File: config.mk
export PLATFORM = sky130hd
export DESIGN_NAME = alu_seq
export DESIGN_NICKNAME = d
export VERILOG_FILES = /design/src/rtl/alu_seq.sv
export SDC_FILE = /design/constraint.sdc
export NUM_CORES = 1
export LEC_CHECK = 0
export CORE_UTILIZATION = 38
export CTS_CLUSTER_DIAMETER = 80
export DETAILED_ROUTE_END_ITERATION = 7
export PLACE_DENSITY = 0.72
export SLEW_MARGIN = 10
export SYNTH_ARGS = -nofsm -noshare
export SYNTH_HDL_FRONTEND = slang
export SYNTH_SLANG_ARGS = --single-unit
File: constraint.sdc
create_clock -name clock -period 1.4 [get_ports clock]
set_clock_uncertainty 0.2 [all_clocks]
set_input_delay 0.14 -clock clock [delete_from_list [all_inputs] [get_ports clock]]
set_output_delay 0.14 -clock clock [all_outputs]
set_load 0.03 [all_outputs]
File: src/rtl/alu_seq.sv
// Operand sequencer and result register around the 16-bit combinational ALU.
// Collects operands from the shared bus, drives the ALU for one cycle and registers the result.
//
// state  | meaning
// -------+--------------------------------------------------------------
// IDLE   | waiting for start; illegal op raises a one-cycle err pulse
// LOAD_A | waiting for bus_valid to capture operand A
// LOAD_B | waiting for bus_valid to capture operand B (two-operand ops)
// EXEC   | alu_sel driven with op_reg; ALU result captured at the edge
// DONE   | result_valid pulse, then back to IDLE
module alu_seq #(
    parameter int WIDTH = 16,
    parameter int SELW  = 4
) (
    input  logic             clock,
    input  logic             reset,
    input  logic             start,
    input  logic [SELW-1:0]  op,
    input  logic [WIDTH-1:0] bus_in,
    input  logic             bus_valid,
    output logic             busy,
    output logic [WIDTH-1:0] alu_a,
    output logic [WIDTH-1:0] alu_b,
    output logic [SELW-1:0]  alu_sel,
    input  logic [WIDTH-1:0] alu_c,
    output logic [WIDTH-1:0] result,
    output logic             result_valid,
    output logic             zero_flag,
    output logic             neg_flag,
    output logic             err
);

    typedef enum logic [2:0] {
        IDLE,
        LOAD_A,
        LOAD_B,
        EXEC,
        DONE
    } state_t;

    localparam logic [SELW-1:0] OP_AND  = SELW'(1);
    localparam logic [SELW-1:0] OP_OR   = SELW'(2);
    localparam logic [SELW-1:0] OP_XOR  = SELW'(3);
    localparam logic [SELW-1:0] OP_ADD  = SELW'(5);
    localparam logic [SELW-1:0] OP_SUB  = SELW'(6);
    localparam logic [SELW-1:0] OP_ZERO = SELW'(9);

    state_t           state;
    state_t           state_nxt;
    logic [SELW-1:0]  op_reg;
    logic [WIDTH-1:0] a_reg;
    logic [WIDTH-1:0] b_reg;
    logic             accept;
    logic             illegal;
    logic             two_op;

    assign accept  = (state == IDLE) && start && (op <= OP_ZERO);
    assign illegal = (state == IDLE) && start && (op >  OP_ZERO);
    assign two_op  = (op_reg == OP_AND) || (op_reg == OP_OR) || (op_reg == OP_XOR) ||
                     (op_reg == OP_ADD) || (op_reg == OP_SUB);

    always_ff @(posedge clock) begin
        if (!reset) begin
            state <= IDLE;
        end else begin
            state <= state_nxt;
        end
    end

    always_comb begin
        state_nxt = state;
        case (state)
            IDLE: begin
                if (accept) begin
                    state_nxt = (op == OP_ZERO) ? EXEC : LOAD_A;
                end
            end
            LOAD_A: begin
                if (bus_valid) begin
                    state_nxt = two_op ? LOAD_B : EXEC;
                end
            end
            LOAD_B: begin
                if (bus_valid) begin
                    state_nxt = EXEC;
                end
            end
            EXEC:    state_nxt = DONE;
            DONE:    state_nxt = IDLE;
            default: state_nxt = IDLE;
        endcase
    end

    always_comb begin
        busy         = (state != IDLE);
        result_valid = (state == DONE);
        alu_sel      = '0;
        if (state == EXEC) begin
            alu_sel = op_reg;
        end
    end

    // Operand, opcode and result registers; result and flags only move in EXEC.
    always_ff @(posedge clock) begin
        if (!reset) begin
            op_reg    <= '0;
            a_reg     <= '0;
            b_reg     <= '0;
            result    <= '0;
            zero_flag <= 1'b0;
            neg_flag  <= 1'b0;
            err       <= 1'b0;
        end else begin
            err <= illegal;
            if (accept) begin
                op_reg <= op;
            end
            if ((state == LOAD_A) && bus_valid) begin
                a_reg <= bus_in;
            end
            if ((state == LOAD_B) && bus_valid) begin
                b_reg <= bus_in;
            end
            if (state == EXEC) begin
                result    <= alu_c;
                zero_flag <= (alu_c == '0);
                neg_flag  <= alu_c[WIDTH-1];
            end
        end
    end

    assign alu_a = a_reg;
    assign alu_b = b_reg;

endmodule

==> metrics <==
pwr dens roughly 940 nW/um^2; Critical Path Sink Type output port; Slew headroom 0.709; Worst IR Drop VDD between 0.8 and 0.9 mV; Total Power 4.10 mW; Worst Setup SP state[2]; # rows 27; outcome complete, but fails checks; largest net degree at the start of global routing 25; TritonCTS Buffers 9; EDFF count, synth 0; top cells by count, synth 97 x nand2_1, 57 x dfxtp_1, 55 x a21oi_1; DR vias 2439; Synth Flop Type dfxtp_1; Worst Hold Slack ~150 ps; routability cong. about 0.79; Slew Limit Fails 0; PortBufs 96; die area just over 6000 um^2; Yosys cell types 33; CP Max Fanout 5; Synth warnings 0; minimum clock period about 1700 ps; diode count 0; Ports 97; leakage around 1.8 nW; HPWL after DPL around 4200 um; Clk Latency, worst-skew pair around 330 ps; DR WL/cell 15.6 um; Detailed Route WL 7520 um; DRT antenna net count 0; WP data required between 1000 and 1500 ps; register area share after synthesis 0.514; Fillers around 370; clk slew on worst S/H paths ~70 ps; pre-CTS worst setup slack -315 ps; Fmax achieved approximately 600 MHz; Cells after Synth approximately 270; Crit Path Class register to output port; final setup fails 61; most common cell in the netlist nand2_1; share of cells above drive strength 1 0.571; vias in the first global route approximately 2300; CTS H-Tree Depth 3; Worst R2R Start state[1]; Netlist Area Pre-Place ~2200 um^2; clk root buf clkbuf_8; Starting Density 0.399; first-pass GRT wire length ~11000 um; fraction of registers with async set/reset 0; clock tree buffer depth 2; Die H ~80 um; synthesized flop and latch total 57; Hold Violations, Final 0; CTS tree built; synthesized net count approximately 310; initial drt markers about 80; core area approximately 5600 um^2; crit path launch type register; worst hold path type input pin to register; CTS sink count between 50 and 60; Final WS setup -296 ps; ranking of synthesized cells by area dfxtp_1 51%, nand2_1 16%, a21oi_1 12%, buf_4 1.7%, nor4_1 1.4%; initial antenna violation count 0; final core occ 0.781; P&R area growth vs syn 95.9%; post-synth top area cell dfxtp_1; RSZ-0062 raised after global routing yes; Crit path arrival time about 1400 ps; Remaining Overflow, GRT 0; TritonRoute pass-1 iters 4; HP Start start; Worst-Margin Slew ~440 ps; mean post-synth cell area 8.20 um^2; Final Cycle Share 1.21; Max Cap Viol 0; Synth top area share 0.514; failing checks negative setup slack; width of the die 78.5 um; nets between 400 and 500; Vias/cell about 5; DRC Markers 0; Total Routing Usage GR 0.226; Setup TNS -10390 ps
==> cells in the final DEF, fill, tap and decap left out, types with 7 or more instances in the layout <==
master | synthesis | routed
clkdlybuf4s50_1 | 0 | 38
a21oi_2 | 0 | 38
clkdlybuf4s15_1 | 0 | 10
nand2_1 | 97 | 37
a21oi_1 | 55 | 15
dfxtp_1 | 57 | 54
buf_12 | 0 | 7
clkbuf_2 | 1 | 34
buf_4 | 5 | 23
clkbuf_8 | 1 | 12
nand2_4 | 0 | 36
nand2_2 | 0 | 24
buf_6 | 1 | 20
==> timing repair <==
item,4_1_cts,5_1_grt
pin swaps,49,68
hold endpoints to repair,0,0
setup endpoints to repair,81,105
buffers inserted,9,6
resized for setup,142,191
hold buffers,0,0
cloned,4,2
==> cells by family after synthesis <==
family / synth area share
mux: 0.00507
simple gates: 0.266
compound gates: 0.159
flops: 0.514
buf+inv: 0.0569
==> layer usage <==
| layer | global-route usage | part of all wire | wire length [um] | vias up |
|---|---|---|---|---|
| met1 | 0.268 | 0.43 | 3230 | 1183 |
| met5 | 0 | 0 | 0 | - |
| met4 | 0.0926 | 0.016 | 121 | 0 |
| met2 | 0.386 | 0.51 | 3810 | 65 |
| li1 | - | - | - | 1180 |
| met3 | 0.0581 | 0.047 | 351 | 11 |
==> where the power goes <==
group / internal, mW / switching (mW)
registers: 1.68 / 0.0465
clock network: 0.768 / 0.646
logic: 0.472 / 0.489
==> area by class of cell <==
type                       count  area, um^2  area share
sequential                    57        1140       0.263
clock buffer                  12         165      0.0379
tap                           72        90.1      0.0207
multi-input combinational    192        1550       0.355
clock inverter                 3        15.0     0.00345
timing repair buffer         144        1380       0.318
inverter                       2        7.51     0.00172
==> worst max-delay path: stages (launching register included) <==
cell,delay [ps]
dfxtp_2,330
buf_6,120
and3b_2,290
and2_4,170
buf_6,120
==> final timing paths <==
| path | to | slack, ps | cells past startpoint |
|---|---|---|---|
| setup reg to reg | op_reg[3] | -230 | 7 |
| hold reg to reg | alu_b[15] | 250 | 2 |
| setup / recovery | alu_sel[2] | -300 | 4 |
| hold / removal | state[1] | 150 | 5 |
==> metrics by stage <==
| stage | cell area (um^2) | instances |
|---|---|---|
| floorplan | 2240 | 271 |
| global placement | 3400 | 446 |
| detailed placement | 3400 | 446 |
| CTS | 3930 | 474 |
| global route | 4350 | 482 |
| finish | 4350 | 482 |
No activity file was read; power rests on OpenSTA's default activity.
